[config.mk]
export PLATFORM = sky130hd
export DESIGN_NAME = spi_reg_bridge
export DESIGN_NICKNAME = d
export VERILOG_FILES = /design/src/rtl/spi_reg_bridge.sv
export SDC_FILE = /design/constraint.sdc
export NUM_CORES = 1
export LEC_CHECK = 0
export CAP_MARGIN = 20
export CORE_AREA = 2 2 277 279
export CTS_BUF_LIST = sky130_fd_sc_hd__clkbuf_4 sky130_fd_sc_hd__clkbuf_8
export CTS_CLUSTER_SIZE = 8
export DETAILED_ROUTE_END_ITERATION = 10
export DIE_AREA = 0 0 279 281
export SYNTH_ARGS = -nofsm -noshare
export SYNTH_HDL_FRONTEND = slang
export SYNTH_SLANG_ARGS = --single-unit
[constraint.sdc]
create_clock -name clk -period 24.9 [get_ports clk]
set_input_delay 3.735 -clock clk [delete_from_list [all_inputs] [get_ports clk]]
set_output_delay 3.735 -clock clk [all_outputs]
set_load 0.05 [all_outputs]
[src/rtl/spi_reg_bridge.sv]
// spi_reg_bridge: bridges SCK-domain SPI slave address/data fields into a clk-domain register file
module spi_reg_bridge #(
   parameter int                DATA_W   = 24,
   parameter int                ADDR_W   = 7,
   parameter int                NREG     = 16,
   parameter logic [DATA_W-1:0] ID_VALUE = 24'hA50001
) (
   input  logic                         clk,
   input  logic                         spi_rst,
   input  logic [ADDR_W-1:0]            spi_addr,
   input  logic                         spi_addr_ready,
   input  logic                         spi_rw,
   input  logic [DATA_W-1:0]            spi_data,
   input  logic                         spi_data_ready,
   output logic [DATA_W-1:0]            spi_data_in,
   input  logic [15:0]                  status_in,
   output logic [(NREG-2)*DATA_W-1:0]   regs_o,
   output logic                         wr_strobe,
   output logic [ADDR_W-1:0]            wr_addr
);
   typedef enum logic [2:0] {IDLE, ADDR, READ, WAIT_DATA, WRITE} state_t;
   state_t            r_st, w_nxt;
   logic [1:0]        r_ar_sync, r_dr_sync, r_live;
   logic              r_ar_dly, r_dr_dly, r_ar_arm, r_dr_arm;
   logic [ADDR_W-1:0] r_addr;
   logic              r_rw, r_err;
   logic [DATA_W-1:0] r_regs [NREG-2];
   logic [DATA_W-1:0] w_rd;
   logic              w_ar_rise, w_dr_rise, w_rd_go, w_wr_go, w_wr_ok, w_err_clr;

   // synchronize ready levels; an edge is only armed once a genuine low level has been seen after reset
   always_ff @(posedge clk or posedge spi_rst)
      if (spi_rst) begin
         r_ar_sync <= '0;
         r_dr_sync <= '0;
         r_ar_dly  <= 1'b0;
         r_dr_dly  <= 1'b0;
         r_live    <= '0;
         r_ar_arm  <= 1'b0;
         r_dr_arm  <= 1'b0;
      end else begin
         r_ar_sync <= {r_ar_sync[0], spi_addr_ready};
         r_dr_sync <= {r_dr_sync[0], spi_data_ready};
         r_ar_dly  <= r_ar_sync[1];
         r_dr_dly  <= r_dr_sync[1];
         r_live    <= {r_live[0], 1'b1};
         r_ar_arm  <= r_ar_arm | (r_live[1] & ~r_ar_sync[1]);
         r_dr_arm  <= r_dr_arm | (r_live[1] & ~r_dr_sync[1]);
      end

   assign w_ar_rise = r_ar_sync[1] & ~r_ar_dly & r_ar_arm;
   assign w_dr_rise = r_dr_sync[1] & ~r_dr_dly & r_dr_arm;
   assign w_rd_go   = (r_st == ADDR) & r_rw & ~w_ar_rise;
   assign w_wr_go   = (r_st == WRITE) & ~w_ar_rise;
   assign w_wr_ok   = (r_addr >= ADDR_W'(2)) && (32'(r_addr) < NREG);
   assign w_err_clr = w_rd_go & (r_addr == ADDR_W'(1));

   // address map lookup for the latched address
   always_comb begin
      w_rd = '0;
      for (int k = 0; k < NREG-2; k++) if (r_addr == ADDR_W'(k+2)) w_rd = r_regs[k];
      if (r_addr == '0) w_rd = ID_VALUE;
      if (r_addr == ADDR_W'(1)) w_rd = DATA_W'({r_err, 7'b0, status_in});
   end

   // next state; a new address edge restarts the frame from any state
   always_comb begin
      w_nxt = r_st;
      case (r_st)
         ADDR:      w_nxt = r_rw ? READ : WAIT_DATA;
         READ:      w_nxt = WAIT_DATA;
         WAIT_DATA: w_nxt = w_dr_rise ? (r_rw ? IDLE : WRITE) : WAIT_DATA;
         WRITE:     w_nxt = IDLE;
         default:   w_nxt = IDLE;
      endcase
      if (w_ar_rise) w_nxt = ADDR;
   end

   // state register
   always_ff @(posedge clk or posedge spi_rst)
      if (spi_rst) r_st <= IDLE;
      else r_st <= w_nxt;

   // read data is registered on entry to READ so it is ready within 4 clk of the address edge
   always_ff @(posedge clk or posedge spi_rst)
      if (spi_rst) begin
         r_addr      <= '0;
         r_rw        <= 1'b0;
         r_err       <= 1'b0;
         spi_data_in <= '0;
         wr_strobe   <= 1'b0;
         wr_addr     <= '0;
         for (int k = 0; k < NREG-2; k++) r_regs[k] <= '0;
      end else begin
         if (w_ar_rise) begin
            r_addr <= spi_addr;
            r_rw   <= spi_rw;
         end
         if (w_rd_go) spi_data_in <= w_rd;
         r_err     <= (w_wr_go & ~w_wr_ok) | (r_err & ~w_err_clr);
         wr_strobe <= w_wr_go & w_wr_ok;
         if (w_wr_go & w_wr_ok) wr_addr <= r_addr;
         for (int k = 0; k < NREG-2; k++) if (w_wr_go && r_addr == ADDR_W'(k+2)) r_regs[k] <= spi_data;
      end

   for (genvar g = 0; g < NREG-2; g++) begin : g_flat
      assign regs_o[g*DATA_W +: DATA_W] = r_regs[g];
   end
endmodule

==> flow_metrics.py, run 1 <==
metrics = {
    "status": {
        "status": "complete, no violations",
    },
    "flow_run": {
        "cap_violations": 0,
    },
    "setup_path": {
        "worst_setup_path_end_kind": "asynchronous set/reset pin",
        "worst_ep_arrival_time_ns": 7.26,
        "cpPeakStageDelay_ns": 0.88,
        "crit_fanout": 86,
        "rrSetupSlack_ns": 20.12,
        "start_kind": "input port",
        "worstSetupPathType": "input port to asynchronous set/reset pin",
        "crit_path_top_delay_cell": "buf_4",
        "timing.rr.end": "regs_o[175]",
        "cp.required_ns": 25.56,
        "cp_common_cell": "buf_4",
        "reg2reg_depth": 7,
        "r2r_start": "r_addr[0]",
        "cp_cell_sequence": "clkdlybuf4s50_1 -> inv_8 -> buf_4 -> buf_4 -> buf_4",
    },
    "placed_design": {
        "post-place-ws_ns": 17.44,
        "gp_congestion": 0.929,
        "io_buffers": 419,
        "hpwl_um": 64100,
        "placed_cells": 2875,
    },
    "die": {
        "fp.coreArea_mm2": 0.0754,
        "die_x_um": 279,
        "dieArea_mm2": 0.0784,
        "row_count": 101,
        "die-height_um": 281,
        "io-pin-count": 420,
        "start_util_pct": 24.7,
    },
    "timing": {
        "hold_ws_ns": 0.348,
        "max_slew_margin_pct": 25.4,
        "fmax_mhz": 151,
        "period_needed_ns": 6.61,
        "final_hold_viol_count": 0,
        "layout_setup_ws_ns": 18.29,
        "setup_viol_count_final": 0,
        "tightest_slew_ns": 1.12,
        "finalSetupTns_ns": 0,
        "fin_crit_sh_pct": 26.5,
        "rsz0062_at_grt": "false",
        "slew_violations": 0,
        "fin_skew_ns": 0.0311,
    },
    "clocking": {
        "cts.sinks": 390,
        "cts.path.max_buffers": 3,
        "clk_pin_slew_worst_paths_ns": 0.06,
        "cts_hold_buf": 0,
        "clock_latency_ns": 0.68,
        "root_buffer": "clkbuf_8",
        "cts-resized-gates": 0,
        "tritoncts": "yes",
        "htreeDepth": 3,
        "post_cts_buffers": 0,
        "cts_made_buffers": 74,
    },
    "hold_path": {
        "worstHoldEndpoint": "r_dr_sync[1]",
        "hp-class": "register to register",
        "min_path_cells": 0,
        "hold_start": "r_dr_sync[0]",
    },
    "detailed_routing": {
        "dr.pass1.iters": 6,
        "wirelength_um": 89700,
        "avgViaCountPerCell": 5.29,
        "drcViolationCount": 0,
        "drtAntennaViolNets": 0,
        "drt_iter0_drc": 1505,
        "drt-wirelength-per-cell_um": 29.8,
        "vias": 15900,
    },
    "synthesis": {
        "synth_top_area_cell": "dfrtp_1",
        "syn_inst": 1569,
        "synthTopCellsByArea": "dfrtp_1 (52%), mux2_2 (19%), nand2_1 (1.6%)",
        "async_reset_ff_share_pct": 100,
        "syn_area_mm2": 0.0187,
        "yosys_warnings": 0,
        "synth_seq_cells": 390,
        "netlist.area_leader.share_pct": 52.3,
        "synth_flop_cell": "dfrtp_1",
        "synth_common_cells": "dfrtp_1 (390), mux2_2 (315), nand2_1 (82), nor2_1 (75), clkbuf_1 (65)",
        "synth.distinct_cells": 65,
        "avgSynthCellArea_um2": 11.9,
        "syn-num-nets": 1621,
        "ys_seq_area_share_pct": 52.3,
        "synth_most_common_cell": "dfrtp_1",
        "synth_edf_count": 0,
    },
    "finish": {
        "final_net_count": 2025,
        "layout-drive-gt1-share_pct": 27.3,
        "fill_cells": 7441,
        "multiInputGateArea_mm2": 0.00829,
        "regArea_mm2": 0.00976,
        "stdcell_count": 3011,
        "area_delta_synth_final_pct": 37.4,
    },
    "pwr": {
        "leakage_nw": 11.2,
        "ir_drop_mv": 0.0267,
        "power_density_mw_per_mm2": 68.6,
    },
    "global_route": {
        "grt_pass1_vias": 16200,
        "grt_max_degree": 87,
        "grtUsageTotal_pct": 22.4,
        "antenna_found_initial": 6,
        "grt_remaining_overflow": 0,
        "grt_pass1_wl_um": 125000,
    },
}
==> through the flow <==
stage	area, µm²	power [mW]	utilization (%)
3_5_place_dp	24000	1.05	31.8
3_3_place_gp	23900	1.05	31.7
4_1_cts	25600	1.77	34.0
5_1_grt	25600	1.82	34.0
6_report	25600	1.76	34.0
2_1_floorplan	18700	0.895	-
==> power breakdown <==
group | leakage (nW) | internal [mW] | switching [mW]
Clock | 0.880 | 0.421 | 0.295
Combinational | 5.10 | 0.0978 | 0.261
Sequential | 5.20 | 0.660 | 0.0258
Total | 11.2 | 1.18 | 0.582
==> how the worst max path moves through the flow <==
| stage | start | endpoint | cells past startpoint |
|---|---|---|---|
| CTS | spi_rst | regs_o[116] | 5 |
| finish | spi_rst | regs_o[114] | 5 |
| global route | spi_rst | regs_o[140] | 5 |
| detailed placement | spi_rst | regs_o[16] | 5 |
| global placement | spi_rst | regs_o[0] | 5 |
| floorplan | spi_rst | r_addr[0] | 1 |
==> critical path: cells and delay by family <==
family,cells,cell delay [ns]
buffers and inverters,5,3.38
==> metal layers <==
| layer | vias up | track usage, % | share of wire (%) |
|---|---|---|---|
| met4 | 6 | 10.6 | 4.6 |
| met1 | 8229 | 27.5 | 40 |
| met2 | 869 | 37.8 | 48 |
| met3 | 180 | 4.47 | 7.1 |
| met5 | - | 0 | 0.051 |
| li1 | 6651 | - | - |
==> final cells by class <==
| type | count | area share, % |
|---|---|---|
| clock buffer | 106 | 5.22 |
| antenna | 2 | 0.0195 |
| sequential | 390 | 38.1 |
| multi-input combinational | 1009 | 32.3 |
| clock inverter | 28 | 1.30 |
| tap | 978 | 4.77 |
| timing repair buffer | 469 | 17.8 |
| inverter | 29 | 0.454 |
==> cell usage in the layout (no fill, tap or decap), types with 26 or more instances in the layout <==
cell	instances
a21oi_1	47
a221oi_1	31
buf_4	47
clkbuf_8	87
clkdlybuf4s50_1	419
dfrtp_1	388
inv_1	26
mux2_2	315
nand2_1	82
nand2b_1	36
nor2_1	72
nor3_1	26
o21ai_0	45
o22ai_1	36
==> state kept, by name, indices dropped and copies added, names as in the netlist <==
register     cells
r_dr_sync        2
spi_data_in     24
wr_strobe        1
wr_addr          7
r_addr           7
r_live           2
regs_o         336
r_dr_arm         1
r_ar_dly         1
r_st             3
r_ar_sync        2
r_dr_dly         1
r_ar_arm         1
r_err            1
r_rw             1
==> cells by family after synthesis <==
group | count (synthesis) | synth area share, %
other | 1 | 0.0201
AOI/OAI and AO/OA | 353 | 13.7
DFF | 390 | 52.3
and+or+nand+nor | 297 | 8.18
buffers and inverters | 170 | 4.02
muxes | 358 | 21.8
No activity file was read; power rests on OpenSTA's default activity.
==> inputs of run 2 (changes only) <==
==> constraint.sdc (replaced) <==
create_clock -name clk -period 6.85 [get_ports clk]
set_input_delay 1.0275 -clock clk [delete_from_list [all_inputs] [get_ports clk]]
set_output_delay 1.0275 -clock clk [all_outputs]
set_load 0.05 [all_outputs]
==> run 2 against run 1 <==
Compared with the run above: clock skew rose by 0.0019 ns; critical path type is now register to register; clock power grew to 3.4 times the previous value; critical path depth did not move; largest power group is now registers; hold slack lost 0.0023 ns; clock-buffer cell count increased by 4; largest cell class unchanged; via count is 1.6% higher; worst setup slack got worse by 15 ns; sequential power grew to 3.6 times the previous value.
==> flow_metrics.py, run 2 (synthesis results as in run 1) <==
metrics = {
    "die": {
        "die-height_um": 281,
        "die_x_um": 279,
        "io-pin-count": 420,
        "fp.coreArea_mm2": 0.0754,
        "row_count": 101,
        "dieArea_mm2": 0.0784,
        "start_util_pct": 24.7,
    },
    "global_route": {
        "grt_remaining_overflow": 0,
        "antenna_found_initial": 3,
        "grt_max_degree": 154,
        "grt_pass1_wl_um": 127000,
        "grtUsageTotal_pct": 22.7,
        "grt_pass1_vias": 16200,
    },
    "pwr": {
        "switching_share_pct": 33.8,
        "intPower_mw": 4.10,
        "ir_drop_mv": 0.114,
        "power.clock.fraction_pct": 39.0,
        "p_switching_mw": 2.09,
        "power_density_mw_per_mm2": 243,
        "p_total_mw": 6.19,
        "combinationalPowerShare_pct": 20.5,
        "leakage_nw": 11.1,
        "seqPwrFrac_pct": 40.5,
    },
    "finish": {
        "largest_register_ffs": 336,
        "final_cell_area_mm2": 0.0255,
        "regArea_mm2": 0.00977,
        "final_common_cell": "clkdlybuf4s50_1",
        "antenna_cells": 0,
        "multiInputGateArea_mm2": 0.00827,
        "utilization_pct": 33.8,
        "area_delta_synth_final_pct": 36.6,
        "stdcell_count": 2997,
        "layout_common_cells": "clkdlybuf4s50_1 (419), dfrtp_1 (387), mux2_2 (315), clkbuf_8 (92), nand2_1 (82)",
        "layout-drive-gt1-share_pct": 26.7,
        "final_net_count": 2024,
        "fill_cells": 7488,
    },
    "detailed_routing": {
        "drtAntennaViolNets": 0,
        "drt-wirelength-per-cell_um": 30.4,
        "dr.pass1.iters": 5,
        "drt_iter0_drc": 1808,
        "vias": 16200,
        "avgViaCountPerCell": 5.40,
        "drcViolationCount": 0,
        "wirelength_um": 91100,
    },
    "timing": {
        "final_hold_viol_count": 0,
        "period_needed_ns": 3.81,
        "max_slew_margin_pct": 26.2,
        "fin_crit_sh_pct": 55.7,
        "rsz0062_at_grt": "false",
        "setup_viol_count_final": 0,
        "slew_violations": 0,
        "fin_skew_ns": 0.0329,
        "fmax_mhz": 262,
        "tightest_slew_ns": 1.11,
        "finalSetupTns_ns": 0,
    },
    "setup_path": {
        "cp.required_ns": 7.40,
        "rrSetupSlack_ns": 3.04,
        "reg2reg_depth": 5,
        "cpPeakStageDelay_ns": 0.85,
        "worstSetupPathType": "register to register",
        "r2r_start": "r_addr[0]",
        "crit_fanout": 25,
        "timing.rr.end": "regs_o[6]",
        "cp_cell_sequence": "nor2b_1 -> nand2_1 -> nor4_4 -> buf_4 -> mux2_2",
        "crit_path_top_delay_cell": "nor2b_1",
        "worst_ep_arrival_time_ns": 4.36,
        "start_kind": "register",
        "worst_setup_path_end_kind": "register",
    },
    "clocking": {
        "tritoncts": "yes",
        "root_buffer": "clkbuf_8",
        "clock_latency_ns": 0.69,
        "post_cts_buffers": 0,
        "cts.sinks": 390,
        "clk_pin_slew_worst_paths_ns": 0.06,
        "cts-resized-gates": 0,
        "htreeDepth": 3,
        "cts.path.max_buffers": 3,
        "cts_made_buffers": 74,
        "cts_hold_buf": 0,
    },
    "placed_design": {
        "gp_congestion": 0.949,
        "io_buffers": 419,
        "place_area_mm2": 0.0240,
        "placed_cells": 2873,
        "hpwl_um": 66400,
    },
    "hold_path": {
        "hold_start": "r_dr_sync[0]",
        "worstHoldEndpoint": "r_dr_sync[1]",
        "hp-class": "register to register",
        "min_path_cells": 0,
    },
    "status": {
        "status": "complete, no violations",
    },
    "flow_run": {
        "cap_violations": 0,
    },
}
==> run 2: changes by cell type in the layout (fill, tap and decap cells not counted), sizes merged <==
cell      before  now
buf           50   49
bufinv         7    1
clkbuf       106  110
clkinv        16    8
diode          2    0
clkinvlp       4    3
==> run 2: power groups by stage <==
stage	clock network [mW]	logic, mW	registers, mW
6_report	2.41	1.27	2.50
2_1_floorplan	0	0.501	2.75
3_5_place_dp	0	1.24	2.55
3_3_place_gp	0	1.22	2.55
5_1_grt	2.56	1.32	2.51
4_1_cts	2.46	1.24	2.51
==> run 2: routing by layer <==
layer | wire (µm) | vias up | global-route usage (%)
met5 | 13 | - | 0
met4 | 3820 | 2 | 9.11
met3 | 6930 | 191 | 4.75
met2 | 44900 | 981 | 38.9
met1 | 35400 | 8373 | 27.9
li1 | - | 6639 | -
==> run 2: layout make-up <==
cell class | instances | area share (%)
clock buffers | 110 | 5.49
clock inverters | 13 | 0.427
inverters | 29 | 0.442
multi-input cells | 1009 | 32.4
flip-flops and latches | 390 | 38.3
well taps | 978 | 4.80
repair buffers | 468 | 18.1
==> run 2: worst max-delay path, delay by kind of cell (launching register included) <==
kind                   cells  cell delay [ns]
AND/OR/NAND/NOR            3             2.26
flip-flops                 1             0.62
buffers and inverters      1             0.41
multiplexers               1             0.37
==> run 2: how the worst max path moves through the flow <==
| stage | end | depth (start not counted) | from | slack [ns] |
|---|---|---|---|---|
| floorplan | r_addr[0] | 1 | spi_rst | 0.58 |
| detailed placement | spi_data_in[2] | 6 | r_addr[3] | 2.97 |
| global placement | spi_data_in[11] | 7 | r_addr[3] | 2.87 |
| finish | regs_o[6] | 5 | r_addr[0] | 3.04 |
| global route | regs_o[7] | 5 | r_addr[0] | 2.88 |
| CTS | spi_data_in[10] | 6 | r_addr[3] | 2.95 |
==> run 2: through the flow <==
stage          setup WS [ns]  hold WS, ns
3_5_place_dp            2.97        0.337
6_report                3.04        0.346
2_1_floorplan          0.577        0.331
4_1_cts                 2.95        0.345
3_3_place_gp            2.87        0.333
5_1_grt                 2.88        0.354
==> inputs of run 3 (changes only) <==
==> constraint.sdc (replaced) <==
create_clock -name clk -period 3.8 [get_ports clk]
set_input_delay 0.57 -clock clk [delete_from_list [all_inputs] [get_ports clk]]
set_output_delay 0.57 -clock clk [all_outputs]
set_load 0.05 [all_outputs]
==> run 3 against run 2 <==
Compared with the run above: first-iteration DRC count fell by 25%; clock skew shrank 0.0038 ns; fmax is 13% higher; critical path type unchanged.
==> flow_metrics.py, run 3 (synthesis results as in run 1) <==
metrics = {
    "die": {
        "dieArea_mm2": 0.0784,
        "start_util_pct": 24.7,
        "die-height_um": 281,
        "row_count": 101,
        "fp.coreArea_mm2": 0.0754,
        "io-pin-count": 420,
        "die_x_um": 279,
    },
    "detailed_routing": {
        "drtAntennaViolNets": 0,
        "wirelength_um": 90300,
        "dr.pass1.iters": 5,
        "drcViolationCount": 0,
        "avgViaCountPerCell": 5.30,
        "drt_iter0_drc": 1348,
        "drt-wirelength-per-cell_um": 29.8,
        "vias": 16100,
    },
    "setup_path": {
        "worst_ep_arrival_time_ns": 3.88,
        "worstSetupPathType": "register to register",
        "start_kind": "register",
        "r2r_start": "r_addr[1]",
        "crit_fanout": 23,
        "worst_setup_path_end_kind": "register",
        "cp.required_ns": 4.30,
        "crit_start": "r_addr[1]",
    },
    "global_route": {
        "grt_pass1_vias": 16400,
        "grt_pass1_wl_um": 126000,
        "grt_max_degree": 86,
        "grt_remaining_overflow": 0,
        "antenna_found_initial": 2,
        "grtUsageTotal_pct": 22.6,
    },
    "finish": {
        "regArea_mm2": 0.00977,
        "final_net_count": 2059,
        "area_delta_synth_final_pct": 37.7,
        "largest_register_ffs": 336,
        "layout-drive-gt1-share_pct": 27.9,
        "multiInputGateArea_mm2": 0.00826,
        "layout_common_cells": "clkdlybuf4s50_1 (419), dfrtp_1 (387), mux2_2 (315), clkbuf_8 (83), nand2_1 (82)",
        "antenna_cells": 0,
        "fill_cells": 7487,
        "final_common_cell": "clkdlybuf4s50_1",
        "final_cell_area_mm2": 0.0257,
    },
    "clocking": {
        "clk_pin_slew_worst_paths_ns": 0.05,
        "tritoncts": "yes",
        "cts_made_buffers": 71,
        "cts.path.max_buffers": 3,
        "cts_hold_buf": 0,
        "root_buffer": "clkbuf_8",
        "clock_latency_ns": 0.68,
        "post_cts_buffers": 0,
        "htreeDepth": 3,
        "cts.sinks": 390,
        "cts-resized-gates": 0,
    },
    "timing": {
        "fmax_mhz": 296,
        "rsz0062_at_grt": "false",
        "setup_viol_count_final": 0,
        "layout_setup_ws_ns": 0.424,
        "finalSetupTns_ns": 0,
        "fin_skew_ns": 0.0291,
        "slew_violations": 0,
        "tightest_slew_ns": 1.13,
        "fin_crit_sh_pct": 88.8,
        "final_hold_viol_count": 0,
        "period_needed_ns": 3.38,
        "max_slew_margin_pct": 24.4,
    },
    "pwr": {
        "power_density_mw_per_mm2": 426,
        "ir_drop_mv": 0.217,
        "leakage_nw": 11.2,
        "p_total_mw": 10.9,
    },
    "placed_design": {
        "place_area_mm2": 0.0243,
        "post-place-ws_ns": 0.407,
        "hpwl_um": 68200,
        "io_buffers": 419,
        "gp_congestion": 0.920,
    },
    "flow_run": {
        "cap_violations": 0,
    },
    "status": {
        "status": "complete, no violations",
    },
    "hold_path": {
        "hp-class": "input port to asynchronous set/reset pin",
    },
}
-- run 3: changes by cell type in the layout (fill, tap and decap cells not counted) --
cell and change:
buf_12 +5, buf_16 -2, buf_4 +36, buf_6 -1
bufinv_16 -1, clkbuf_4 +7, clkbuf_8 -9, clkinv_2 -2
clkinvlp_4 +1, inv_6 -1, inv_8 +1, nor3_2 +1
nor3_4 -1
-- run 3: layout make-up --
class / count / share of cell area, %
timing repair buffer: 506 / 19.2
clock inverter: 11 / 0.307
inverter: 29 / 0.438
sequential: 390 / 38.0
clock buffer: 108 / 5.18
multi-input combinational: 1009 / 32.1
tap: 978 / 4.76
-- run 3: layer usage --
layer	GRT usage (%)	wire, µm	vias up
li1	-	-	6705
met5	0	23	-
met2	39.1	45000	799
met1	26.9	34800	8407
met3	5.78	7030	146
met4	8.53	3440	4
-- run 3: per-stage QoR --
step                      cells  hold slack [ns]  utilization [%]
after floorplan            1569            0.331                -
after global placement     2911            0.332             32.2
after detailed placement   2912            0.337             32.2
after CTS                  3031            0.287             34.1
after global routing       3031            0.319             34.1
final                      3031            0.299             34.1
-- run 3: path summary, 6_finish.rpt --
kind | to | slack, ns | cells after the start
max reg2reg | spi_data_in[6] | 0.42 | 6
max | spi_data_in[6] | 0.42 | 6
min | regs_o[293] | 0.30 | 2
min reg2reg | r_dr_sync[1] | 0.35 | 0
max in group asynchronous | regs_o[178] | 2.54 | 4
min in group clk | r_dr_sync[1] | 0.35 | 0
-- run 3: power by group --
group	switching (mW)	leakage, nW	total, mW	internal, mW
clock	1.85	0.748	4.08	2.23
sequential	0.228	5.20	4.55	4.32
combinational	1.63	5.29	2.31	0.679
total	3.71	11.2	10.9	7.23
-- run 3: worst max-delay path, cell delays in order (launching register included) --
cell and delay [ns]:
dfrtp_2 0.61, buf_4 0.29, nand2b_1 0.68, o22ai_1 0.38, a211oi_1 0.13, a2111oi_0 0.89
o22ai_1 0.21
